--- config.mk ---
export PLATFORM = sky130hd
export DESIGN_NAME = interrupt_controller
export DESIGN_NICKNAME = d
export VERILOG_FILES = /design/src/rtl/interrupt_controller.sv
export SDC_FILE = /design/constraint.sdc
export NUM_CORES = 1
export LEC_CHECK = 0
export CAP_MARGIN = 40
export CORE_MARGIN = 2
export CORE_UTILIZATION = 55
export DETAILED_ROUTE_END_ITERATION = 16
export DONT_BUFFER_PORTS = 1
export PLACE_DENSITY = 0.7
export SETUP_SLACK_MARGIN = 0.05
export SYNTH_ARGS = -nofsm -noshare
export SYNTH_HDL_FRONTEND = slang
export SYNTH_SLANG_ARGS = --single-unit
--- constraint.sdc ---
create_clock -name i_Clk -period 1.6 [get_ports i_Clk]
set_clock_uncertainty 0.05 [all_clocks]
set_input_delay 0.16 -clock i_Clk [delete_from_list [all_inputs] [get_ports i_Clk]]
set_output_delay 0.16 -clock i_Clk [all_outputs]
set_load 0.01 [all_outputs]
--- src/rtl/interrupt_controller.sv ---
// IF/IE interrupt flag block: edge-detects requests, presents IF&IE, dispatches RST vectors on ack.
// Latency: reads 1 cycle, vector valid 1 cycle after ack; backpressure: none, CPU holds ack until done.
module interrupt_controller #(
    parameter int          NUM_IRQ = 5,
    parameter logic [15:0] IF_ADDR = 16'hFF0F,
    parameter logic [15:0] IE_ADDR = 16'hFFFF
) (
    input  logic               i_Clk,
    input  logic               i_Reset,
    input  logic               i_Enable,
    input  logic [NUM_IRQ-1:0] i_Requests,
    input  logic [15:0]        i_Address,
    input  logic               i_Write,
    input  logic               i_Read,
    input  logic [7:0]         i_Data,
    output logic [7:0]         o_Data,
    output logic               o_Data_Valid,
    output logic [NUM_IRQ-1:0] o_Interrupts,
    input  logic               i_Handle_Interrupt,
    output logic [7:0]         o_Vector,
    output logic               o_Vector_Valid
);
    localparam int IDX_W = (NUM_IRQ > 1) ? $clog2(NUM_IRQ) : 1;

    typedef enum logic {IDLE, ACK} state_t;

    state_t             state, state_next;
    logic [NUM_IRQ-1:0] if_q, req_q, req_edge, ack_clr, if_next;
    logic [7:0]         ie_q, vec_next, if_rd;
    logic [IDX_W-1:0]   idx;
    logic               any_pending;
    logic               wr_if, wr_ie;

    assign wr_if          = i_Write && (i_Address == IF_ADDR);
    assign wr_ie          = i_Write && (i_Address == IE_ADDR);
    assign req_edge       = i_Requests & ~req_q;
    assign o_Interrupts   = if_q & ie_q[NUM_IRQ-1:0];
    assign o_Vector_Valid = (state == ACK);

    // Unimplemented flag bits read back as ones.
    always_comb begin
        if_rd = 8'hFF;
        if_rd[NUM_IRQ-1:0] = if_q;
    end

    // Scan high to low so the lowest (highest-priority) pending bit wins.
    always_comb begin
        idx = '0;
        any_pending = 1'b0;
        for (int i = NUM_IRQ - 1; i >= 0; i--) begin
            if (o_Interrupts[i]) begin
                idx = IDX_W'(i);
                any_pending = 1'b1;
            end
        end
    end

    always_comb begin
        state_next = state;
        ack_clr    = '0;
        vec_next   = o_Vector;
        case (state)
            IDLE: begin
                if (i_Handle_Interrupt) begin
                    state_next = ACK;
                    if (any_pending) begin
                        ack_clr  = NUM_IRQ'(1) << idx;
                        vec_next = 8'h40 + 8'({idx, 3'b000});
                    end else begin
                        vec_next = 8'h00;
                    end
                end
            end
            ACK: begin
                if (!i_Handle_Interrupt) state_next = IDLE;
            end
            default: state_next = IDLE;
        endcase
    end

    // A fresh request edge overrides both the ack clear and a bus write.
    assign if_next = ((wr_if ? i_Data[NUM_IRQ-1:0] : if_q) & ~ack_clr) | req_edge;

    always_ff @(posedge i_Clk) begin
        if (i_Reset) begin
            state        <= IDLE;
            if_q         <= '0;
            ie_q         <= 8'h00;
            req_q        <= '0;
            o_Vector     <= 8'h00;
            o_Data       <= 8'h00;
            o_Data_Valid <= 1'b0;
        end else if (i_Enable) begin
            state    <= state_next;
            if_q     <= if_next;
            req_q    <= i_Requests;
            o_Vector <= vec_next;
            if (wr_ie) ie_q <= i_Data;
            if (i_Read && i_Address == IF_ADDR) begin
                o_Data       <= if_rd;
                o_Data_Valid <= 1'b1;
            end else if (i_Read && i_Address == IE_ADDR) begin
                o_Data       <= ie_q;
                o_Data_Valid <= 1'b1;
            end else begin
                o_Data       <= 8'h00;
                o_Data_Valid <= 1'b0;
            end
        end
    end
endmodule

## Yosys cells after proc, flatten, opt, wreduce, memory -nomap -nowiden

Cells that the tools add are included.

| cells by class | value |
|---|---|
| bitwise operators | 7 |
| reduce and logical (&&, ||, !) cells | 6 |
| equal/unequal tests | 2 |
| add/subtract/negate cells | 1 |
| mux-type cells | 20 |
| shifts and indexed selects | 1 |

Operators by type and width:

| kind | number |
|---|---|
| $eq A16 B16 Y1 const B | 2 |
| $mux W8 | 3 |
| $mux W5 | 4 |
| $and A5 B5 Y5 | 3 |
| $mux W3 | 5 |
| $not A5 Y5 | 2 |
| $add A7 B6 Y8 const A | 1 |
| $mux W1 | 8 |
| $or A5 B5 Y5 | 1 |
| $shl A1 B3 Y5 const A | 1 |
| $logic_and A1 B1 Y1 | 4 |
| $reduce_and A3 Y1 | 1 |
| $reduce_and A2 Y1 | 1 |
| $not A1 Y1 | 1 |

| word-level totals | value |
|---|---|
| logic and storage cells | 44 |
| register bits after elaboration | 36 |
| output and inout port bits | 23 |
| bits of input ports | 35 |

## Depth between registers and ports, before layout

Gate-level depths: netlist of run 1.

| depth | value |
|---|---|
| depth in word-level cells | 13 |
| mapped depth | 6 |

## Worst setup path after synthesis of run 1

No wires, ideal clock.

| timing path | value |
|---|---|
| path kind | in2reg |
| start | in i_Address[4] |
| end | reg o_Data[0] |
| data required time | 1459 ps |
| setup time | 91 ps |
| arrival time | 1331 ps |
| path buffers | 1 |
| setup slack | 128 ps |
| stages | 5 |
| path through | or4_4 nor3_4 buf_6 nand3_1 a311oi_1 |

| between the ends | value |
|---|---|
| word-level cells in the longest chain between the ends | 4 |
| elaborated cells between the ends (all ways) | 6 |
| classes of those cells | eq/ne: 2; mux: 2; reduce/logical: 2 |

RTL lines:

| item | RTL line | source |
|---|---|---|
| start, declared | 12 | `input logic [15:0] i_Address,` |
| $eq A16 B16 Y1 | 102 | `end else if (i_Read && i_Address == IE_ADDR) begin` |
| $logic_and A1 B1 Y1 | 102 |  |
| $mux W8 | 102 |  |
| $mux W8 * | 99 | `if (i_Read && i_Address == IF_ADDR) begin` |
| end signal, assigned | 100 | `o_Data <= if_rd;` |
| end signal, assigned | 103 | `o_Data <= ie_q;` |
| end, declared | 16 | `output logic [7:0] o_Data,` |

Mark *: on every way between the ends. The rest lies on a longest branch, timed or not.
A chain may end at the register's enable or synchronous reset.

## Worst setup path in the final report of run 1

| timing path | value |
|---|---|
| start | reg if_q[3] |
| end | reg if_q[3] |

| between the ends | value |
|---|---|
| word-level cells in the longest chain between the ends | 12 |
| elaborated cells between the ends (all ways) | 17 |
| classes of those cells | shift: 1; mux: 12; bitwise: 4 |

RTL lines:

| item | RTL line | source |
|---|---|---|
| start, declared | 28 | `logic [NUM_IRQ-1:0] if_q, req_q, req_edge, ack_clr, if_next;` |
| start signal, assigned | 95 | `if_q <= if_next;` |
| $and A5 B5 Y5 | 37 | `assign o_Interrupts = if_q & ie_q[NUM_IRQ-1:0];` |
| $mux W3 (4 in a row) | 51 | `if (o_Interrupts[i]) begin` |
| $shl A1 B3 Y5 | 67 | `ack_clr = NUM_IRQ'(1) << idx;` |
| $mux W5 | 66 | `if (any_pending) begin` |
| $mux W5 | 64 | `if (i_Handle_Interrupt) begin` |
| $mux W5 | 62 | `case (state)` |
| $not A5 Y5 | 82 | `assign if_next = ((wr_if ? i_Data[NUM_IRQ-1:0] : if_q) & ~ack_clr) \| req_edge;` |
| $and A5 B5 Y5 * | 82 |  |
| $or A5 B5 Y5 * | 82 |  |

Marked as above.

==> summary.txt, run 1 <==
Commonest non-fill, non-tap cell in the layout - dfxtp_1
Non-Filler Cell Area, Final - 1990 µm²
Hold WC Path Type - input port to register
Crit Path Category - register to register
WP buf/inv - 0
Global-route wire length before repair - 6620 µm
Ranking of synthesized cells by area - dfxtp_1, nand3_1, a311oi_1, nor2_1, a21oi_1
Hpwl dp - 2640 µm
Final setup vio count - 0
CP Cell Sequence - nand2_1, nor4_2, nor3b_1, a211o_1
Crit path capture type - register
Root Buffer - clkbuf_4
Largest net degree at the start of global routing - 26
Worst VDD drop - 0.000675 V
Final Max Slew Viols - 0
Status - complete, no violations
FFs w/ async S/R, synth - 0%
Antenna violations before repair - 0
Starting Density - 58.4%
Max FO, Critical Path - 4
Worst stage delay on the critical path - 0.42 ns
Post-route ant nets - 0
Distinct cells, synth - 39
Unrepaired setup endpoints after global routing - true
Peak Freq - 653 MHz
Layout cell share with drive strength beyond 1 - 14.3%
Synth Area per Inst - 8.51 µm²
CTS Buf Count - 5
Synthesized flop and latch total - 32
EDFF count, synth - 0
Crit start category - register
Area leader, netlist - dfxtp_1
Drt drc - 0
Post-synthesis sequential area ratio - 39.4%
Dpl cell area - 1650 µm²
Antenna diodes - 0
Nets - 258
Top delay family on crit path - simple AND/OR/NAND/NOR gates
CTS max path bufs - 2
Critical Path RT - 1.78 ns
Syn-to-layout area delta - 22.2%
Endpoints failing hold - 0
Grt total ovfl - 0
Die Y - 58.4 µm
Mapped Area - 1630 µm²
Clock slew seen by the registers of the worst setup and hold paths - 0.10 ns
Critical path data arrival time - 1.71 ns
Io pins - 58
Final min period - 1.53 ns
GRT Overall Usage - 25.7%
Die Wd - 58.4 µm
Top cell type's share of synthesized area - 39.4%
Iter 0 DRT Violations - 76
CTS sink count - 32
Worst skew pair latency - 0.33 ns
Fin crit share - 95.7%
H-tree levels - 2
Top_reg_cell synth - dfxtp_1
CTS tree - done
Ys Warns - 0
Via/cell ratio - 6.19
Max_cap viols - 0
Mean routed wirelength per cell - 16.4 µm
Port bufs - 0
Core region area - 2780 µm²
DRT Wirelength - 4180 µm
Vias - 1578
Commonest non-fill, non-tap cells in the layout - dfxtp_1, nand3_1, dlygate4sd3_1
Number of global-route vias before repair - 1495
Drt pass-1 iters - 4
Pwr Density - 760 nW/µm²
Slew @ Worst Pin - 0.589 ns
Synthesized instance count - 191
Die ar. - 3410 µm²
Routability Congestion - 0.871
Relative slew slack - 60.6%
Setup TNS - 0 ns
Slowest CP cell - dfxtp_1
Rows - 19
P_leak - 0.790 nW
## Yosys cell counts, types with 3 or more instances
master,number
buf_4,4
a311oi_1,9
nor2_1,19
inv_1,8
nand2_1,10
o21ai_0,9
nand3b_1,4
dfxtp_1,32
nor4_1,3
clkbuf_1,5
mux2i_1,6
clkbuf_8,4
and3b_1,3
nand3_1,23
o211ai_1,3
nand4_1,7
a21oi_1,12
## area by class of cell
type | instances | area, µm²
Clock inverter | 2 | 10.0
Fill cell | 230 | 796
Multi-Input combinational cell | 136 | 837
Clock buffer | 6 | 51.3
Tap cell | 31 | 38.8
Sequential cell | 32 | 641
Inverter | 8 | 30.0
Timing Repair Buffer | 40 | 378
## sequential cells by signal (all words and copies together), names as in the netlist
register	cells
if_q	5
o_Data	8
req_q	5
o_Vector_Valid	1
o_Data_Valid	1
o_Vector	4
ie_q	8
## per-stage QoR
step	hold WS [ns]	util, %	setup slack [ns]	power [mW]	instances
floorplan	0.257	-	0.128	0.981	194
global placement	0.183	59.4	0.106	0.969	221
detailed placement	0.185	59.4	0.0949	0.973	221
CTS	0.00738	69.9	0.0503	1.51	252
global route	0.0389	71.4	0.00658	1.56	255
finish	0.0417	71.4	0.0686	1.51	255
## path summary, 6_finish.rpt
path            startpoint           to  slack (ns)  cells after the start
max reg2reg        if_q[3]      if_q[3]        0.07                      4
min reg2reg    o_Vector[4]  o_Vector[4]        0.45                      2
max                if_q[3]      if_q[3]        0.07                      4
min          i_Requests[2]      if_q[2]        0.04                      2
## routing by layer
metal,up-vias,routed length [µm],GRT usage (%)
li1,760,-,-
met1,734,1780,32.4
met5,-,0,0
met4,0,46,8.97
met2,77,1990,41.6
met3,7,365,8.13
## logic make-up after synthesis
logic type / count (synthesis) / synth area share, %
AND/OR/NAND/NOR: 82 / 27.8
flip-flops: 32 / 39.4
AO/OA/AOI/OAI: 44 / 18.4
multiplexers: 6 / 3.70
other: 1 / 0.231
buffers and inverters: 26 / 10.5
## repair_timing
action                                  in CTS  in global routing
endpoints found under the setup margin       0                  6
gates resized for setup                      0                  2
endpoints found under the hold margin       30                  0
buffers inserted                             0                  2
hold buffers                                23                  0
## power by group
| group | internal, mW | switching, mW |
|---|---|---|
| Sequential | 0.828 | 0.0262 |
| Clock | 0.209 | 0.280 |
| Combinational | 0.0881 | 0.0781 |
Power figures use the tool's default switching activity.
==> run 2, diff against run 1 <==
--- a/config.mk
+++ b/config.mk
@@ -15,3 +15,4 @@
 export SYNTH_ARGS = -nofsm -noshare
 export SYNTH_HDL_FRONTEND = slang
 export SYNTH_SLANG_ARGS = --single-unit
+export TNS_END_PERCENT = 10
==> results of run 2 <==
Same layout as run 1: the final DEF is identical, and so are final timing and power.
